**src/rtl/lsu_pkg.sv**
```systemverilog
// Shared types for the load/store unit: access sizes and controller states.
package lsu_pkg;

  typedef enum logic [1:0] {
    MEM_BYTE = 2'b00,
    MEM_HALF = 2'b01,
    MEM_WORD = 2'b10
  } mem_size_t;

  typedef enum logic [1:0] {
    IDLE  = 2'b00,
    READ  = 2'b01,
    WRITE = 2'b10,
    RESP  = 2'b11
  } lsu_state_t;

endpackage

```
**src/rtl/lsu_align.sv**
```systemverilog
// Lane steering for the load/store unit: load extraction with sign/zero
// extension, sub-word store merge into a full word, and alignment check.
module lsu_align
  import lsu_pkg::*;
(
  input  logic [31:0] word_i,
  input  logic [1:0]  lane_i,
  input  logic [1:0]  size_i,
  input  logic        unsigned_i,
  input  logic [31:0] store_data_i,
  output logic [31:0] load_data_o,
  output logic [31:0] merged_o,
  output logic        misaligned_o
);

  logic [7:0]  byte_v;
  logic [15:0] half_v;

  assign byte_v = word_i[{lane_i, 3'b000} +: 8];
  assign half_v = word_i[{lane_i[1], 4'b0000} +: 16];

  always_comb begin
    load_data_o  = word_i;
    merged_o     = word_i;
    misaligned_o = 1'b0;
    case (size_i)
      MEM_BYTE: begin
        load_data_o = {{24{~unsigned_i & byte_v[7]}}, byte_v};
        merged_o[{lane_i, 3'b000} +: 8] = store_data_i[7:0];
      end
      MEM_HALF: begin
        load_data_o = {{16{~unsigned_i & half_v[15]}}, half_v};
        merged_o[{lane_i[1], 4'b0000} +: 16] = store_data_i[15:0];
        misaligned_o = lane_i[0];
      end
      MEM_WORD: begin
        merged_o     = store_data_i;
        misaligned_o = |lane_i;
      end
      default: begin
        // size 2'b11 is not a legal access; treat it like a misalignment
        load_data_o  = '0;
        misaligned_o = 1'b1;
      end
    endcase
  end

endmodule

```
**src/rtl/load_store_unit.sv**
```systemverilog
// Load/store unit: turns datapath byte/half/word requests into word-aligned
// cache transactions, using read-modify-write for sub-word stores.
module load_store_unit
  import lsu_pkg::*;
#(
  parameter int ADDR_SIZE = 32,
  parameter int WORD_SIZE = 32
) (
  input  logic                 clk_i,
  input  logic                 reset_ni,
  input  logic                 req_valid_i,
  output logic                 req_ready_o,
  input  logic                 req_store_i,
  input  logic [1:0]           req_size_i,
  input  logic                 req_unsigned_i,
  input  logic [ADDR_SIZE-1:0] req_addr_i,
  input  logic [WORD_SIZE-1:0] req_data_i,
  output logic                 resp_valid_o,
  output logic [WORD_SIZE-1:0] resp_data_o,
  output logic                 resp_error_o,
  output logic                 cache_valid_o,
  output logic                 cache_write_o,
  output logic [ADDR_SIZE-1:0] cache_addr_o,
  output logic [WORD_SIZE-1:0] cache_data_o,
  input  logic                 cache_ready_i,
  input  logic [WORD_SIZE-1:0] cache_data_i
);

  // Handshakes: a transfer happens on a rising edge where valid && ready are
  // both high. req_ready_o is high only in IDLE; cache_* outputs stay stable
  // from assertion of cache_valid_o until the edge where cache_ready_i is high.

  lsu_state_t           state_q;
  logic                 store_q, unsigned_q;
  logic [1:0]           size_q, lane_q;
  logic [WORD_SIZE-1:0] data_q;
  logic                 resp_valid_q, resp_error_q;
  logic [WORD_SIZE-1:0] resp_data_q, cache_data_q;
  logic                 cache_valid_q, cache_write_q;
  logic [ADDR_SIZE-1:0] cache_addr_q;

  logic [1:0]           al_lane, al_size;
  logic [WORD_SIZE-1:0] al_load, al_merged;
  logic                 al_misaligned;

  // In IDLE the aligner checks the incoming request; afterwards it works on
  // the latched request against the word returned by the cache.
  assign al_lane = (state_q == IDLE) ? req_addr_i[1:0] : lane_q;
  assign al_size = (state_q == IDLE) ? req_size_i : size_q;

  lsu_align u_align (
    .word_i       (cache_data_i),
    .lane_i       (al_lane),
    .size_i       (al_size),
    .unsigned_i   (unsigned_q),
    .store_data_i (data_q),
    .load_data_o  (al_load),
    .merged_o     (al_merged),
    .misaligned_o (al_misaligned)
  );

  always_ff @(posedge clk_i or negedge reset_ni) begin
    if (!reset_ni) begin
      state_q       <= IDLE;
      store_q       <= 1'b0;
      unsigned_q    <= 1'b0;
      size_q        <= 2'b00;
      lane_q        <= 2'b00;
      data_q        <= '0;
      resp_valid_q  <= 1'b0;
      resp_error_q  <= 1'b0;
      resp_data_q   <= '0;
      cache_valid_q <= 1'b0;
      cache_write_q <= 1'b0;
      cache_addr_q  <= '0;
      cache_data_q  <= '0;
    end else begin
      resp_valid_q <= 1'b0;
      case (state_q)
        IDLE: begin
          if (req_valid_i) begin
            store_q      <= req_store_i;
            unsigned_q   <= req_unsigned_i;
            size_q       <= req_size_i;
            lane_q       <= req_addr_i[1:0];
            data_q       <= req_data_i;
            resp_data_q  <= '0;
            resp_error_q <= al_misaligned;
            if (al_misaligned) begin
              resp_valid_q <= 1'b1;
              state_q      <= RESP;
            end else begin
              cache_valid_q <= 1'b1;
              cache_addr_q  <= {req_addr_i[ADDR_SIZE-1:2], 2'b00};
              if (req_store_i && req_size_i == MEM_WORD) begin
                cache_write_q <= 1'b1;
                cache_data_q  <= req_data_i;
                state_q       <= WRITE;
              end else begin
                cache_write_q <= 1'b0;
                cache_data_q  <= '0;
                state_q       <= READ;
              end
            end
          end
        end
        READ: begin
          if (cache_ready_i) begin
            if (store_q) begin
              // second half of read-modify-write: same address, merged word
              cache_write_q <= 1'b1;
              cache_data_q  <= al_merged;
              state_q       <= WRITE;
            end else begin
              cache_valid_q <= 1'b0;
              resp_data_q   <= al_load;
              resp_valid_q  <= 1'b1;
              state_q       <= RESP;
            end
          end
        end
        WRITE: begin
          if (cache_ready_i) begin
            cache_valid_q <= 1'b0;
            cache_write_q <= 1'b0;
            resp_valid_q  <= 1'b1;
            state_q       <= RESP;
          end
        end
        RESP: state_q <= IDLE;
        default: state_q <= IDLE;
      endcase
    end
  end

  assign req_ready_o   = (state_q == IDLE);
  assign resp_valid_o  = resp_valid_q;
  assign resp_data_o   = resp_data_q;
  assign resp_error_o  = resp_error_q;
  assign cache_valid_o = cache_valid_q;
  assign cache_write_o = cache_write_q;
  assign cache_addr_o  = cache_addr_q;
  assign cache_data_o  = cache_data_q;

endmodule

```
**config.mk**
```make
export PLATFORM = sky130hd
export DESIGN_NAME = load_store_unit
export DESIGN_NICKNAME = d
export VERILOG_FILES = /design/src/rtl/lsu_pkg.sv /design/src/rtl/lsu_align.sv /design/src/rtl/load_store_unit.sv
export SDC_FILE = /design/constraint.sdc
export NUM_CORES = 1
export LEC_CHECK = 0
export BUFFER_PORTS_ARGS = -buffer_cell sky130_fd_sc_hd__buf_2
export CAP_MARGIN = 20
export CORE_ASPECT_RATIO = 0.6
export CORE_MARGIN = 5
export CORE_UTILIZATION = 40
export DETAILED_ROUTE_END_ITERATION = 10
export GPL_ROUTABILITY_DRIVEN = 0
export PLACE_DENSITY_LB_ADDON = 0.05
export RECOVER_POWER = 50
export SYNTH_ARGS = -nofsm -noshare
export SYNTH_HDL_FRONTEND = slang
export SYNTH_SLANG_ARGS = --single-unit
```
**constraint.sdc**
```tcl
create_clock -name clk_i -period 7.1 [get_ports clk_i]
set_input_delay 1.42 -clock clk_i [delete_from_list [all_inputs] [get_ports clk_i]]
set_output_delay 1.42 -clock clk_i [all_outputs]
set_load 0.01 [all_outputs]
```
After elaboration in Yosys (flattened, before gate mapping)
Index checks and enable logic that the tools add are counted.

cells by class
  add/subtract/negate cells = 2
  multiply operators = 0
  div/mod/pow operators = 0
  magnitude comparators = 0
  equality and inequality tests = 12
  shifts and indexed selects = 6
  mux-type cells = 42
  bitwise logic cells = 4
  reduce and logical (&&, ||, !) cells = 13

operator list
  operator                                               count
  two-way mux 32 bit                                     8
  case mux 32 bit (3 select lines)                       2
  case mux 32 bit (2 select lines)                       2
  bitwise mux 32 bit                                     2
  variable shift 16 x 7 -> 32 bit, first input constant  1
  variable shift 8 x 7 -> 32 bit, first input constant   1
  variable part select 16 x 7 -> 32 bit                  1
  variable part select 32 x 6 -> 16 bit                  1
  variable part select 32 x 6 -> 8 bit                   1
  variable part select 8 x 7 -> 32 bit                   1
  two-way mux 1 bit                                      16
  two-way mux 2 bit                                      7
  negation 5 -> 7 bit                                    2
  inequality test 2 bit, second input constant           6
  case mux 1 bit (3 select lines)                        4
  AND reduction 6 bit                                    2
  equality test 2 bit, second input constant             4
  case mux 2 bit (4 select lines)                        1
  AND reduction 3 bit                                    2
  AND reduction 5 bit                                    1
  equality test 2 x 1 -> 1 bit, second input constant    2
  zero test 2 bit                                        2
  AND reduction 4 bit                                    1
  nonzero test 3 bit                                     1
  other kinds (6)                                        8

word-level totals
  register bits after elaboration = 138
  bits in latches = 0
  RAM bits = 0
  bits in read-only memories = 0
  bits of input ports = 104
  output and inout port bits = 101
  word-level logic and storage cells = 92
  memories = 0

Longest topological paths before layout
  depth in word-level cells = 9
  gate-level depth with buffers = 13
  gate-level depth less buffers = 11

Cells and area by module
Synthesis repeated with hierarchy kept, for this count alone.

unflattened totals
  cell total of the unflattened synthesis = 775
  area, all modules = 7840.0 um^2

modules (own cells, without submodules)
  module           times used  cells an instance  area each (um^2)  seq. area each (um^2)
  load_store_unit  1           484                5719.2            3453.3
  lsu_align        1           291                2120.8            0.0

Least setup slack after synthesis
OpenSTA, ideal clock, no wires.

  path type = input-to-reg
  start = input port req_addr_i[1]
  end = register cache_data_q[6] (netlist: cache_data_o[6])
  setup time = 0.151 ns
  data arrival time = 3.473 ns
  path slack = 3.476 ns
  stages on the path = 8
  path buffers = 1
  cell sequence = mux2i_2 -> clkbuf_1 -> ha_1 -> nor2b_1 -> o32ai_1 -> nor2b_1 -> o211ai_1 -> a41oi_1

between the ends
  longest elaborated chain between the ends = 8

ends and longest elaborated chain
  element                                                        line                              RTL
  start: declaration                                             load_store_unit.sv:16             input logic [ADDR_SIZE-1:0] req_addr_i,
  two-way mux 2 bit (*)                                          load_store_unit.sv:48             assign al_lane = (state_q == IDLE) ? req_addr_i[1:0] : lane_q;
  negation 5 -> 7 bit, on equally long branches                  lsu_align.sv:33, lsu_align.sv:29
  variable part select 16 x 7 -> 32 bit (tied with other cells)  lsu_align.sv:33                   merged_o[{lane_i[1], 4'b0000} +: 16] = store_data_i[15:0];
  bitwise mux 32 bit, on equally long branches                   lsu_align.sv:33, lsu_align.sv:29
  case mux 32 bit (3 select lines)                               lsu_align.sv:26                   case (size_i)
  two-way mux 32 bit                                             load_store_unit.sv:109            if (store_q) begin
  two-way mux 32 bit                                             load_store_unit.sv:108            if (cache_ready_i) begin
  case mux 32 bit (2 select lines)                               load_store_unit.sv:79             case (state_q)
  end signal: assignment                                         load_store_unit.sv:97             cache_data_q <= req_data_i;
  end signal: assignment                                         load_store_unit.sv:112            cache_data_q <= al_merged;
  end: declaration                                               load_store_unit.sv:38             logic [WORD_SIZE-1:0] resp_data_q, cache_data_q;

Every way passes the cells marked *; elsewhere a longest branch is shown, timed or not. The select of a mux whose other input is x is not followed.
A chain may end at the register's enable or synchronous reset.

Worst setup path in the final report
  start = register state_q[0]
  end = register cache_addr_q[18] (netlist: cache_addr_o[18])

between the ends
  longest elaborated chain between the ends = 6

ends and longest elaborated chain
  element                                      line                                                                 RTL
  start: declaration                           load_store_unit.sv:33                                                lsu_state_t state_q;
  start signal: assignment                     load_store_unit.sv:64                                                state_q <= IDLE;
  start signal: assignment                     load_store_unit.sv:91                                                state_q <= RESP;
  start signal: assignment                     load_store_unit.sv:98                                                state_q <= WRITE;
  zero test 2 bit (*)                          load_store_unit.sv:48, load_store_unit.sv:49, load_store_unit.sv:79
  two-way mux 2 bit, on equally long branches  load_store_unit.sv:49, load_store_unit.sv:48
  equality test 2 bit (tied with other cells)  lsu_align.sv:26
  case mux 1 bit (3 select lines)              lsu_align.sv:26
  inverter 1 bit (no line)                     --
  AND reduction 3 bit (no line) (*)            --
  end signal: assignment                       load_store_unit.sv:94                                                cache_addr_q <= {req_addr_i[ADDR_SIZE-1:2], 2'b00};
  end: declaration                             load_store_unit.sv:40                                                logic [ADDR_SIZE-1:0] cache_addr_q;

Every way passes the cells marked *; elsewhere a longest branch is shown, timed or not.

==> summary.txt <==
Status: finished, violations left
Violated checks: capacitance limit, slew limit
Routed vias: 6953
Post-route setup TNS: 0 ps
Total wirelength of the detailed-routed design: 27.1 mm
Post-synthesis sequential area ratio: 0.469
Remaining global-route overflow: 0
DR DRC count: 0
Count of max-cap constraint violations: 3
Post-DRT Antenna Nets: 0
Share of async-settable or async-resettable flops after synthesis: 1.00
Length of the first detailed-routing pass in iterations: 5
Startpoint type of the worst setup path: flip-flop
Count of antenna diodes in the layout: 0
Leakage power figure: 3.90 nW
Number of cells in the finished layout apart from fillers: 1136
Worst Setup Path Type: reg -> reg
Number of global-route vias before repair: 6823
Post-Syn Area per Cell: 10.4 µm²
Final-report max-slew violation count: 151
Std-Cell Rows: 38
Post-CTS Hold Buffers: 0
Die extent in x: 185 µm
Count of flip-flops with a built-in enable after synthesis: 0
Setup WS pre-CTS: 2600 ps
Yosys warnings: 0
Top flip-flop cell by instance count after synthesis: sky130_fd_sc_hd__dfrtp_1
CTS root buffer: sky130_fd_sc_hd__clkbuf_16
Data arrival at the endpoint of the critical path: 5330 ps
Number of antenna violations at the first check in global routing: 0
Fraction of the cycle the final worst path needs: 0.707
Setup Viol. Count Final: 0
Number of sinks driven by the clock tree: 138
Utilization of the core after routing: 0.499
Inst Count DP: 1103
Setup skew after layout: 6.86 ps
CTS HTree Levels: 4
Worst-path maximum fanout: 41
Number of buffers added on ports: 202
Flops & latches, synth: 138
Pin count of the biggest net entering global routing: 73
Y dimension of the die: 115 µm
Number of buffers added for setup after CTS: 0
Clock transition at path regs: 60 ps
Top Ports: 205
Worst VDD drop: 0.206 mV
Setup repair after global routing missed its margin: false
Drt wl/cell: 23.8 µm
Final Critical Period: 5020 ps
DP HPWL: 19.9 mm
Post-DR vias/cell: 6.12
Worst Max-Slew Pin Slew: 3740 ps
Overall power consumption: 4.91 mW
Post-route cell area: 9010 µm²
Critical path required time: 7410 ps
CTS buffer count: 17
First-pass GRT wire length: 40.9 mm
Capturing element type of the critical path: flip-flop
Clock tree buffer depth: 2
Cells after Synth: 707
Core area: 18100 µm²
Cell area after technology mapping: 7360 µm²
Overall routing resource usage: 0.254
Relative slew slack: -1.49
Hold WC Path Type: reg -> reg
TritonCTS clock tree: yes
Cells resized by post-CTS repair: 0
Proportion of layout cells with a drive suffix above 1: 0.272
Hold Violations, Final: 0
Iteration-0 DRC Markers: 914
Hold_ws: 492 ps
Area growth, synth to finish: 22.5%
Slack of the critical path: 2080 ps
Initial Util: 0.407
Total power divided by cell area: 545 nW/µm²
Die area: 21300 µm²
Final net count: 994
Clock network latency to the later pin of the worst-skew pair: 430 ps
Fmax: 199 MHz
Area after DPL: 8480 µm²
Number of distinct library cell variants in the gate-level netlist after synthesis: 64
worst max-delay path, stage by stage, from the launching register on:
cell and delay, ps:
sky130_fd_sc_hd__dfrtp_1 420, sky130_fd_sc_hd__inv_1 100, sky130_fd_sc_hd__ha_1 240, sky130_fd_sc_hd__clkbuf_1 1290, sky130_fd_sc_hd__nand2_1 120, sky130_fd_sc_hd__clkbuf_1 1030
sky130_fd_sc_hd__nor2_2 880, sky130_fd_sc_hd__buf_4 410, sky130_fd_sc_hd__mux2_2 380
cells by family (layout without fill, tap and decap cells):
group                      count (synthesis)  after routing  share of synthesized area
DFF                                      138            138                      0.469
other                                      1              2                   0.000510
adders and majority gates                  7              7                     0.0119
muxes                                     82             82                      0.126
and+or+nand+nor                          163            163                      0.111
AOI/OAI and AO/OA                        251            251                      0.238
buffers and inverters                     65            253                     0.0432
registers in the layout (all words and copies together) (netlist names):
register and count:
resp_valid_o 1, data_q 32, size_q 2, resp_error_o 1, lane_q 2, cache_addr_o 30, cache_write_o 1, store_q 1
resp_data_o 32, cache_data_o 32, state_q 2, unsigned_q 1, cache_valid_o 1
layout by cell type (no fill, tap or decap), drive strengths merged, types with 4 or more instances in the layout:
master / netlist / layout
o22ai: 9 / 9
nor2b: 9 / 9
buf: 28 / 126
a22o: 8 / 8
nand2b: 22 / 22
inv: 8 / 13
a22oi: 24 / 24
bufinv: 0 / 4
ha: 7 / 7
dfrtp: 138 / 138
a21oi: 63 / 63
nor3: 6 / 6
o211ai: 4 / 4
mux2: 69 / 69
o21ai: 26 / 26
a32oi: 26 / 26
a211oi: 8 / 8
a31oi: 25 / 25
nand3: 17 / 17
mux2i: 13 / 13
a21o: 8 / 8
a2bb2oi: 8 / 8
a221oi: 23 / 23
nand2: 38 / 38
nor2: 51 / 51
clkinv: 1 / 4
clkbuf: 28 / 103
cell usage after synthesis, types with 4 or more instances:
master	number	area, µm²
sky130_fd_sc_hd__nor2b_1	9	56.3
sky130_fd_sc_hd__o21ai_0	25	125
sky130_fd_sc_hd__buf_1	6	22.5
sky130_fd_sc_hd__a2bb2oi_1	8	70.1
sky130_fd_sc_hd__a21oi_1	62	310
sky130_fd_sc_hd__a221oi_1	23	201
sky130_fd_sc_hd__nor3_1	4	20.0
sky130_fd_sc_hd__a211oi_1	7	52.6
sky130_fd_sc_hd__inv_1	7	26.3
sky130_fd_sc_hd__buf_6	4	45.0
sky130_fd_sc_hd__ha_1	7	87.6
sky130_fd_sc_hd__mux2i_1	10	100
sky130_fd_sc_hd__clkbuf_1	27	101
sky130_fd_sc_hd__nand2b_1	22	138
sky130_fd_sc_hd__buf_2	10	50.1
sky130_fd_sc_hd__a32oi_1	26	228
sky130_fd_sc_hd__a22o_1	8	70.1
sky130_fd_sc_hd__mux2_2	65	732
sky130_fd_sc_hd__o211ai_1	4	30.0
sky130_fd_sc_hd__nand3_1	16	80.1
sky130_fd_sc_hd__dfrtp_1	138	3450
sky130_fd_sc_hd__a21o_1	8	60.1
sky130_fd_sc_hd__buf_4	8	60.1
sky130_fd_sc_hd__o22ai_1	9	56.3
sky130_fd_sc_hd__nand2_1	37	139
sky130_fd_sc_hd__nor2_1	51	191
sky130_fd_sc_hd__a31oi_1	25	156
sky130_fd_sc_hd__a22oi_1	24	180
per-layer routing:
layer / GRT usage / part of all wire
met5: 0.0222 / 0.0027
met4: 0.0489 / 0.0081
met3: 0.0882 / 0.11
met2: 0.366 / 0.43
met1: 0.372 / 0.44
where the power goes:
part	total, mW	internal, mW	switching [mW]	leakage [nW]
Combinational	2.40	0.929	1.47	1.90
Sequential	1.55	1.20	0.351	1.69
Clock	0.970	0.595	0.375	0.303
layout make-up:
class                      count  area, µm²
clock buffer                  17        425
timing repair buffer         212        985
clock inverter                15        211
fill                        1735       9060
sequential                   138       3450
inverter                       9       33.8
tap                          240        300
multi-input combinational    505       3600
path summary, 6_finish.rpt:
path	startpoint	endpoint	slack, ps	cells past startpoint
setup reg to reg	state_q[0]	cache_addr_o[18]	2080	8
hold reg to reg	resp_data_o[28]	resp_data_o[28]	490	2
setup / recovery	state_q[0]	cache_addr_o[18]	2080	8
min in group asynchronous	reset_ni	cache_write_o	2270	1
max in group asynchronous	reset_ni	cache_data_o[6]	2350	2
hold / removal	resp_data_o[28]	resp_data_o[28]	490	2
No activity file was read; power rests on OpenSTA's default activity.
